### src/rtl/clk_div_rst_gen.sv
// Programmable 50%-duty clock divider with rise/fall strobes and a divided-domain reset hold.
// Optional build macro CLK_DIV_GATE_EN adds Clk_Gate_En to park Clk_Out high.
module clk_div_rst_gen #(
    parameter int DIV_W       = 8,
    parameter int DIV_DEFAULT = 50,
    parameter int RST_HOLD    = 4,
    parameter int HOLD_W      = 4
) (
    input  logic             Clk,
    input  logic             Rstn,
`ifdef CLK_DIV_GATE_EN
    input  logic             Clk_Gate_En,
`endif
    input  logic [DIV_W-1:0] Half_Period,
    input  logic             Load,
    output logic             Load_Ack,
    output logic             Clk_Out,
    output logic             Rise_Stb,
    output logic             Fall_Stb,
    output logic             Rst_Out
);

    localparam logic [DIV_W-1:0]  HALF_RST = DIV_W'(DIV_DEFAULT);
    localparam logic [HOLD_W:0]   HOLD_TGT = (HOLD_W+1)'(RST_HOLD);

    function automatic logic [DIV_W-1:0] clamp_half(input logic [DIV_W-1:0] v);
        return (v == '0) ? DIV_W'(1) : v;
    endfunction

    logic [1:0]        rst_sync;
    logic              rst_s_n;
    logic [DIV_W-1:0]  cnt;
    logic [DIV_W-1:0]  half;
    logic [DIV_W-1:0]  pend_val;
    logic              pend;
    logic [HOLD_W-1:0] hold_cnt;
    logic [HOLD_W:0]   hold_nxt;
    logic              gate_en;
    logic              at_end;
    logic              park;
    logic              fall_now;
    logic              rise_now;

`ifdef CLK_DIV_GATE_EN
    assign gate_en = Clk_Gate_En;
`else
    assign gate_en = 1'b1;
`endif

    // Assert asynchronously, release after two Clk edges
    always_ff @(posedge Clk or negedge Rstn) begin
        if (!Rstn) rst_sync <= 2'b00;
        else       rst_sync <= {rst_sync[0], 1'b1};
    end
    assign rst_s_n = rst_sync[1];

    // A parked clock only ever sits in its high phase, so a running low phase always finishes
    assign park     = Clk_Out && !gate_en;
    assign at_end   = (cnt == half - DIV_W'(1));
    assign fall_now = at_end && !park && Clk_Out;
    assign rise_now = at_end && !Clk_Out;
    assign hold_nxt = {1'b0, hold_cnt} + (HOLD_W+1)'(1);

    always_ff @(posedge Clk or negedge rst_s_n) begin
        if (!rst_s_n) begin
            cnt      <= '0;
            half     <= HALF_RST;
            pend     <= 1'b0;
            hold_cnt <= '0;
            Clk_Out  <= 1'b1;
            Rise_Stb <= 1'b0;
            Fall_Stb <= 1'b0;
            Load_Ack <= 1'b0;
            Rst_Out  <= 1'b1;
        end else begin
            Rise_Stb <= 1'b0;
            Fall_Stb <= 1'b0;
            Load_Ack <= 1'b0;

            if (park) begin
                cnt <= '0;
            end else if (at_end) begin
                cnt     <= '0;
                Clk_Out <= ~Clk_Out;
            end else begin
                cnt <= cnt + DIV_W'(1);
            end

            // New half-period only takes effect at a fall, so the high phase is never altered
            if (fall_now) begin
                Fall_Stb <= 1'b1;
                pend     <= 1'b0;
                if (pend) begin
                    half     <= pend_val;
                    Load_Ack <= 1'b1;
                end
            end
            if (Load) pend <= 1'b1;

            if (rise_now) Rise_Stb <= 1'b1;

            if (RST_HOLD == 0) begin
                Rst_Out <= 1'b0;
            end else if (rise_now && Rst_Out) begin
                hold_cnt <= hold_nxt[HOLD_W-1:0];
                if (hold_nxt == HOLD_TGT) Rst_Out <= 1'b0;
            end
        end
    end

    // Pending value is plain data; it is only consumed while pend is set
    always_ff @(posedge Clk) begin
        if (Load) pend_val <= clamp_half(Half_Period);
    end

endmodule

### config.mk
export PLATFORM = sky130hd
export DESIGN_NAME = clk_div_rst_gen
export DESIGN_NICKNAME = d
export VERILOG_FILES = /design/src/rtl/clk_div_rst_gen.sv
export SDC_FILE = /design/constraint.sdc
export NUM_CORES = 1
export LEC_CHECK = 0
export BUFFER_PORTS_ARGS = -buffer_cell sky130_fd_sc_hd__buf_4
export CELL_PAD_IN_SITES_DETAIL_PLACEMENT = 0
export CELL_PAD_IN_SITES_GLOBAL_PLACEMENT = 1
export CORE_UTILIZATION = 42
export CTS_CLUSTER_SIZE = 30
export DETAILED_ROUTE_END_ITERATION = 7
export GPL_TIMING_DRIVEN = 0
export PLACE_DENSITY_LB_ADDON = 0.1
export SYNTH_ARGS = -nofsm -noshare
export SYNTH_HDL_FRONTEND = slang
export SYNTH_SLANG_ARGS = --single-unit
### constraint.sdc
create_clock -name Clk -period 0.8 [get_ports Clk]
set_input_delay 0.08 -clock Clk [delete_from_list [all_inputs] [get_ports Clk]]
set_output_delay 0.08 -clock Clk [all_outputs]
set_load 0.02 [all_outputs]
==> metrics, run 1 <==
total track usage=0.171; Reg-to-Reg Start=half[1]; Finished Layout Cells=230; Netlist cell types=39; asr flop ratio synth=0.778; crit path DAT=2.56 ns; Setup violations, final=31; DRC viols=0; Initial Util=0.453; Via Count=1186; most frequent cells in the layout=dfrtp_1 (22), buf_4 (17), xor2_1 (12), buf_6 (11), clkbuf_1 (10); routed vias/inst=5.16; Placer Congestion=0.758; Slew Limit Fails=0; hold crit path type=input port to register; dpl hpwl=2.13 mm; syn_area_per_cell=11.7 um^2; Pre-antenna DRT Iters=6; Antenna diodes=0; post-route setup slack=-1.60 ns; area taken by multi-input logic gates=808 um^2; Die ar.=0.00436 mm^2; Post-Syn Nets=162; fin crit period=2.40 ns; Post-Place Cells=210; kind of critical path=register to register; Placed Area=0.00194 mm^2; final instance area=0.00223 mm^2; FMAX=417 MHz; min-delay src=Half_Period[0]; CP Capture Type=register; CTS Sinks=36; maximum number of pins on one net before global-route repair=27; DRT iter0 DRCs=43; Rel. slew slack=0.632; Routed WL per cell=13.9 um; initial antenna violation count=0; outcome=finished, violations left; RSZ-0062 raised after global routing=true; core area=0.00380 mm^2; Max FO, Critical Path=8; Post-Synthesis Cells=147; area grow syn2layout=29.5%; final hold vios=0; worst path cell trace=inv_2 > ha_4 > nor2b_1 > or3_1 > a31o_1 > a211oi_4 > and3_1 > buf_6 > mux2_4; Synth warnings=0; leakage=1.01 nW; Post-synth EDFFs=8; Max-cap violations=0; H-tree levels=2; clock-pin slew on the worst setup and hold paths=0.07 ns; worst-skew pair later-pin latency=0.29 ns; Root Buffer=clkbuf_8; CTS tree=yes; register area=948 um^2; grt total ovfl=0; Worst-Margin Slew=0.553 ns; vias in the first global route=1182; CTS max path bufs=2; Slowest-stage cell, CP=dfstp_2; max incr delay on CP=0.54 ns; nets=196; share of cells above drive strength 1=0.346; #FFs+latches synth=36; fillers=329; top_reg_cell synth=dfrtp_1; most common cell after layout, fill and taps aside=dfrtp_1; pwr dens=1450 mW/mm^2; first-pass GRT wire length=5.39 mm; Worst EP required=0.96 ns; period utilization=3.00; Peak VDD IR=0.902 mV; synthesized area=0.00172 mm^2; Total Power=0.00324 W; violated checks=negative setup slack; Worst Setup SP=half[1]; Startpoint Class=register; total wire length=3.19 mm; Routed Antenna Nets=0; CTS buffer count=5; Die Y=66.0 um; PortBufs=15; # rows=22; # IOs=16; Final Skew=0.0108 ns; Chip Width=66.0 um; post-synthesis sequential area ratio=0.550
## report_power, final
part	leakage, nW	switching, W	total, W	internal (W)
combinational	0.539	0.0000264	0.0000715	0.0000451
sequential	0.431	0.0000343	0.00195	0.00192
clock	0.0422	0.000603	0.00121	0.000610
## synthesized netlist by cell type (2+ instances only)
library cell,number,area (um^2)
a21o_1,2,15.0
a21oi_1,3,15.0
a31oi_1,2,12.5
and3_1,5,31.3
clkbuf_1,10,37.5
dfrtp_1,23,576
dfstp_2,5,131
edfxtp_1,8,240
ha_1,4,50.1
inv_1,3,11.3
mux2_1,9,101
nand2_1,5,18.8
nand2b_1,2,12.5
nand3_1,6,30.0
nand4_1,2,12.5
nor2_1,10,37.5
nor2b_1,4,25.0
nor3_1,4,20.0
o21bai_1,2,15.0
xnor2_1,8,70.1
xor2_1,12,105
## critical path, delay by kind of cell (launching register included)
family / cells / cell delay (ns)
simple gates: 3 / 0.67
flops: 1 / 0.54
fa+ha+maj: 1 / 0.17
mux: 1 / 0.30
compound gates: 2 / 0.40
buf+inv: 2 / 0.20
## registers in the layout, summed over array words and instances (netlist names)
name and cells:
Fall_Stb 1, Rst_Out 1, Load_Ack 1, cnt 8
pend_val 8, Clk_Out 1, half 8, rst_sync 2
pend 1, Rise_Stb 1, hold_cnt 4
## per-layer routing
| metal | track usage | share of wire | wire, um | vias to the layer above |
|---|---|---|---|---|
| li1 | - | - | - | 575 |
| met3 | 0.0569 | 0.031 | 99 | 5 |
| met1 | 0.221 | 0.48 | 1530 | 587 |
| met5 | 0 | 0 | 0 | - |
| met4 | 0.0638 | 0.016 | 52 | 0 |
| met2 | 0.264 | 0.47 | 1510 | 19 |
## cell type report
class / count / area share
buffer: 11 / 0.0314
clock buffer: 7 / 0.0342
clock inverter: 1 / 0.00224
inverter: 3 / 0.00505
multi-input combinational: 96 / 0.363
sequential: 36 / 0.425
tap: 48 / 0.0269
timing repair buffer: 28 / 0.112
## per-stage QoR
step                hold WS [ns]   util  worst slack, ns  TNS [ns]
floorplan                 -0.216      -            -1.68    -36.51
global placement          -0.138  0.511            -1.85    -41.36
detailed placement        -0.135  0.511            -1.88    -41.97
CTS                       0.0290  0.580            -1.61    -38.94
global route              0.0465  0.587            -1.69    -40.50
finish                    0.0356  0.587            -1.60    -37.82
## what timing repair did
item | CTS | global route
gates cloned | 0 | 0
gates resized for setup | 25 | 6
hold buffers | 1 | 0
setup buffers | 11 | 2
pin swaps | 15 | 8
endpoints found under the hold margin | 2 | 0
endpoints found under the setup margin | 31 | 31
## worst paths after layout
check	slack [ns]	cells after the start	end
max	-1.60	9	half[0]
max in group asynchronous	0.16	0	half[1]
min	0.04	2	pend_val[0]
max reg2reg	-1.60	9	half[0]
min reg2reg	0.26	0	half[3]
min in group asynchronous	0.10	2	rst_sync[0]
## kinds of logic (layout without fill, tap and decap cells)
kind of cell / Yosys count / count (layout) / synth area share
multiplexers: 9 / 9 / 0.0589
other: 1 / 1 / 0.00218
adder cells (fa/ha/maj): 4 / 4 / 0.0291
flip-flops: 36 / 36 / 0.550
XOR/XNOR: 20 / 20 / 0.102
AO/OA/AOI/OAI: 18 / 18 / 0.0836
AND/OR/NAND/NOR: 44 / 44 / 0.139
buffers and inverters: 15 / 50 / 0.0356
No activity file was read; power rests on OpenSTA's default activity.
==> run 2: changes to the inputs <==
--- a/config.mk
+++ b/config.mk
@@ -8,6 +8,7 @@
 export BUFFER_PORTS_ARGS = -buffer_cell sky130_fd_sc_hd__buf_4
 export CELL_PAD_IN_SITES_DETAIL_PLACEMENT = 0
 export CELL_PAD_IN_SITES_GLOBAL_PLACEMENT = 1
+export CORE_ASPECT_RATIO = 0.75
 export CORE_UTILIZATION = 42
 export CTS_CLUSTER_SIZE = 30
 export DETAILED_ROUTE_END_ITERATION = 7
==> metrics, run 2 (synthesis results as in run 1) <==
outcome=finished, violations left; violated checks=negative setup slack; leakage=0.996 nW; nets=198; CP Capture Type=register; most common cell after layout, fill and taps aside=buf_4; Setup violations, final=31; # rows=19; CTS tree=yes; CTS max path bufs=2; post-route setup slack=-1.61 ns; hold crit path type=input port to register; Post-Place Cells=214; final instance area=0.00224 mm^2; Max-cap violations=0; Peak VDD IR=0.989 mV; H-tree levels=2; maximum number of pins on one net before global-route repair=27; routed vias/inst=5.03; period utilization=3.02; Startpoint Class=register; DRC viols=0; most frequent cells in the layout=buf_4 (22), dfrtp_1 (20), xor2_1 (12), nor2_1 (10), buf_6 (9); fin crit period=2.41 ns; grt total ovfl=0; final hold vios=0; crit path DAT=2.58 ns; hold slack=0.0501 ns; switching share of power=0.213; total wire length=3.32 mm; DP Worst Slack=-1.91 ns; # IOs=16; Initial Util=0.455; RSZ-0062 raised after global routing=true; Internal=0.00256 W; Largest regs=cnt x8, half x8, pend_val x8; clock share of power=0.376; Pre-antenna DRT Iters=4; Finished Layout Cells=236; dpl hpwl=2.19 mm; PortBufs=15; Root Buffer=clkbuf_8; kind of critical path=register to register; share of cells above drive strength 1=0.359; Placed Area=0.00195 mm^2; Routed Antenna Nets=0; Chip Width=75.9 um; area grow syn2layout=30.3%; Placer Congestion=0.816; final setup TNS=-39.00 ns; core area=0.00378 mm^2; Die Y=57.4 um; vias in the first global route=1142; pwr dens=1450 mW/mm^2; Routed WL per cell=14.1 um; Final Skew=0.00693 ns; combinational power share=0.022; CTS buffer count=5; P_sw=0.000693 W; clock-pin slew on the worst setup and hold paths=0.07 ns; initial antenna violation count=0; Worst EP required=0.97 ns; FMAX=415 MHz; CTS Sinks=36; first-pass GRT wire length=5.48 mm; Antenna diodes=0; Slew Limit Fails=0; Seq pwr share=0.602; Max FO, Critical Path=8; DRT iter0 DRCs=64; Via Count=1186; worst-skew pair later-pin latency=0.29 ns; total track usage=0.169; Die ar.=0.00436 mm^2
-- run 2: changes by cell type in the layout (fill, tap and decap cells not counted), moves of 2 or more --
cell / change
buf_4: +5
buf_6: -2
clkbuf_1: -2
dfrtp_1: -2
-- run 2: area by class of cell --
type	count	area, um^2
Sequential cell	36	953
Clock inverter	3	13.8
Fill cell	304	1540
Clock buffer	5	68.8
Tap cell	52	65.1
Multi-Input combinational cell	96	810
Inverter	3	11.3
Timing Repair Buffer	31	269
Buffer	10	52.6
-- run 2: path summary, 6_finish.rpt --
| check | cells after the start | end | slack, ns | startpoint |
|---|---|---|---|---|
| setup / recovery | 8 | half[7] | -1.61 | half[1] |
| hold / removal | 2 | pend_val[1] | 0.05 | Half_Period[1] |
| setup reg to reg | 8 | half[7] | -1.61 | half[1] |
| hold reg to reg | 0 | half[0] | 0.24 | rst_sync[1] |
| max in group asynchronous | 0 | Rst_Out | 0.25 | rst_sync[1] |
| min in group asynchronous | 2 | rst_sync[1] | 0.10 | Rstn |
-- run 2: power groups by stage --
stage	Sequential (W)	Clock (W)	Combinational, W
final	0.00195	0.00122	0.0000728
after global routing	0.00196	0.00135	0.0000819
after CTS	0.00195	0.00125	0.0000740
after detailed placement	0.00199	0	0.0000695
after global placement	0.00199	0	0.0000660
after floorplan	0.00198	0	0.0000156
-- run 2: critical path: stages, from the launching register on --
cell	delay, ns
dfstp_2	0.54
inv_2	0.04
ha_4	0.17
nor2b_1	0.14
or3_1	0.38
a31o_1	0.22
a211oi_4	0.18
and3_4	0.31
mux2_4	0.32
-- run 2: stage by stage --
stage,power (W),util
after detailed placement,0.00206,0.515
after CTS,0.00328,0.582
after floorplan,0.00200,-
after global placement,0.00206,0.515
final,0.00325,0.594
after global routing,0.00339,0.594
-- run 2: what timing repair did --
| action | 4_1_cts | 5_1_grt |
|---|---|---|
| setup buffers | 11 | 6 |
| setup endpoints to repair | 31 | 31 |
| hold buffers | 1 | 0 |
| pin swaps | 13 | 5 |
| gates resized for setup | 23 | 9 |
| hold endpoints to repair | 2 | 0 |
-- run 2: routing by layer --
layer	wire, um	up-vias	track usage
met4	36	0	0.0659
met1	1660	582	0.239
li1	-	578	-
met5	0	-	0
met2	1510	21	0.245
met3	120	5	0.0480
==> run 3: changes to the inputs <==
--- a/config.mk
+++ b/config.mk
@@ -8,7 +8,7 @@
 export BUFFER_PORTS_ARGS = -buffer_cell sky130_fd_sc_hd__buf_4
 export CELL_PAD_IN_SITES_DETAIL_PLACEMENT = 0
 export CELL_PAD_IN_SITES_GLOBAL_PLACEMENT = 1
-export CORE_ASPECT_RATIO = 0.75
+export CORE_ASPECT_RATIO = 0.6
 export CORE_UTILIZATION = 42
 export CTS_CLUSTER_SIZE = 30
 export DETAILED_ROUTE_END_ITERATION = 7
==> metrics, run 3 (synthesis results as in run 1) <==
outcome=finished, violations left; violated checks=negative setup slack; Crit path buffers/inverters=1; Via Count=1161; period utilization=3.01; met1 GRT Util=0.259; post-route setup slack=-1.61 ns; Routed WL per cell=15.4 um; CTS tree=yes; clock-pin slew on the worst setup and hold paths=0.07 ns; area grow syn2layout=31.0%; Chip Width=84.7 um; final instance area=0.00226 mm^2; CP Capture Type=register; Peak VDD IR=0.917 mV; met3 Use GR=0.0476; PortBufs=15; CTS buffer count=5; core area=0.00379 mm^2; routed vias/inst=5.18; fin crit period=2.41 ns; RSZ-0062 raised after global routing=true; grt total ovfl=0; Placer Congestion=0.770; Setup violations, final=31; final setup TNS=-40.24 ns; Slowest-stage cell, CP=dfstp_2; kind of critical path=register to register; pwr dens=1520 mW/mm^2; Placed Area=0.00194 mm^2; Top Family by Delay on Critical Path=simple AND/OR/NAND/NOR gates; DRT iter0 DRCs=41; M2 GR Usage=0.244; Max FO, Critical Path=8; Largest regs=cnt x8, half x8, pend_val x8; most common cell after layout, fill and taps aside=dfrtp_1; Die Y=51.6 um; share of cells above drive strength 1=0.373; leakage=0.996 nW; busiest layer in global routing=met1; DRC viols=0; first-pass GRT wire length=5.67 mm; crit path DAT=2.58 ns; dpl hpwl=2.30 mm; FMAX=415 MHz; Antenna diodes=0; max incr delay on CP=0.54 ns; final hold vios=0; most frequent cells in the layout=dfrtp_1 (21), buf_4 (17), xor2_1 (12), clkbuf_1 (9), edfxtp_1 (8); worst-skew pair later-pin latency=0.29 ns; Initial Util=0.455; maximum number of pins on one net before global-route repair=27; # rows=17; total track usage=0.177; Routed Antenna Nets=0; Startpoint Class=register; Pre-antenna DRT Iters=6; Max-cap violations=0; CTS max path bufs=2; H-tree levels=2; nets=191; Final Skew=0.00605 ns; CTS Sinks=36; hold crit path type=input port to register; total wire length=3.45 mm; worst path cell trace=inv_2 > ha_4 > nor2b_1 > or3_1 > a31o_1 > a211oi_4 > and3_4 > mux2_4; Die ar.=0.00437 mm^2; hold slack=0.0320 ns; Slew Limit Fails=0; Worst EP required=0.97 ns; initial antenna violation count=0; Total Power=0.00342 W; # IOs=16; vias in the first global route=1140; Root Buffer=clkbuf_8
==> run 3: worst register-to-register path, cell delays in order, from the launching register on <==
cell	delay (ns)
dfstp_2	0.54
inv_2	0.04
ha_4	0.17
nor2b_1	0.12
or3_1	0.33
a31o_1	0.24
a211oi_4	0.23
and3_4	0.32
mux2_4	0.32
==> run 3: where the power goes <==
group | internal (W) | leakage, nW | switching, W
Clock | 0.000785 | 0.0515 | 0.000608
Combinational | 0.0000451 | 0.515 | 0.0000273
Sequential | 0.00192 | 0.429 | 0.0000342
==> run 3: timing repair <==
| item | 4_1_cts | 5_1_grt |
|---|---|---|
| pin swaps | 4 | 13 |
| endpoints found under the hold margin | 2 | 0 |
| buffers inserted | 5 | 4 |
| hold buffers | 1 | 0 |
| endpoints found under the setup margin | 31 | 31 |
| gates resized for setup | 14 | 30 |
==> run 3: final timing paths <==
path | startpoint | endpoint | slack (ns) | cells after the start
hold reg to reg | rst_sync[1] | half[2] | 0.24 | 0
max in group asynchronous | rst_sync[1] | Rst_Out | 0.26 | 0
min in group asynchronous | Rstn | rst_sync[1] | 0.11 | 2
setup reg to reg | half[1] | half[7] | -1.61 | 8
setup / recovery | half[1] | half[7] | -1.61 | 8
hold / removal | Half_Period[0] | pend_val[0] | 0.03 | 2
==> run 3: layout make-up <==
type	count	area (um^2)
fill	305	1530
buffer	9	45.0
timing repair buffer	25	225
sequential	36	952
inverter	3	11.3
tap	47	58.8
clock buffer	8	100
multi-input combinational	96	863
==> run 3: per-layer routing <==
layer | up-vias | part of all wire
met5 | - | 0
met4 | 0 | 0.015
met3 | 8 | 0.047
met2 | 22 | 0.40
met1 | 566 | 0.53
li1 | 565 | -
==> run 3: per-stage QoR <==
stage               utilization  setup slack [ns]  cells
floorplan                     -             -1.68    147
global placement          0.513             -1.86    209
detailed placement        0.513             -1.88    209
CTS                       0.561             -1.62    222
global route              0.596             -1.70    224
finish                    0.596             -1.61    224
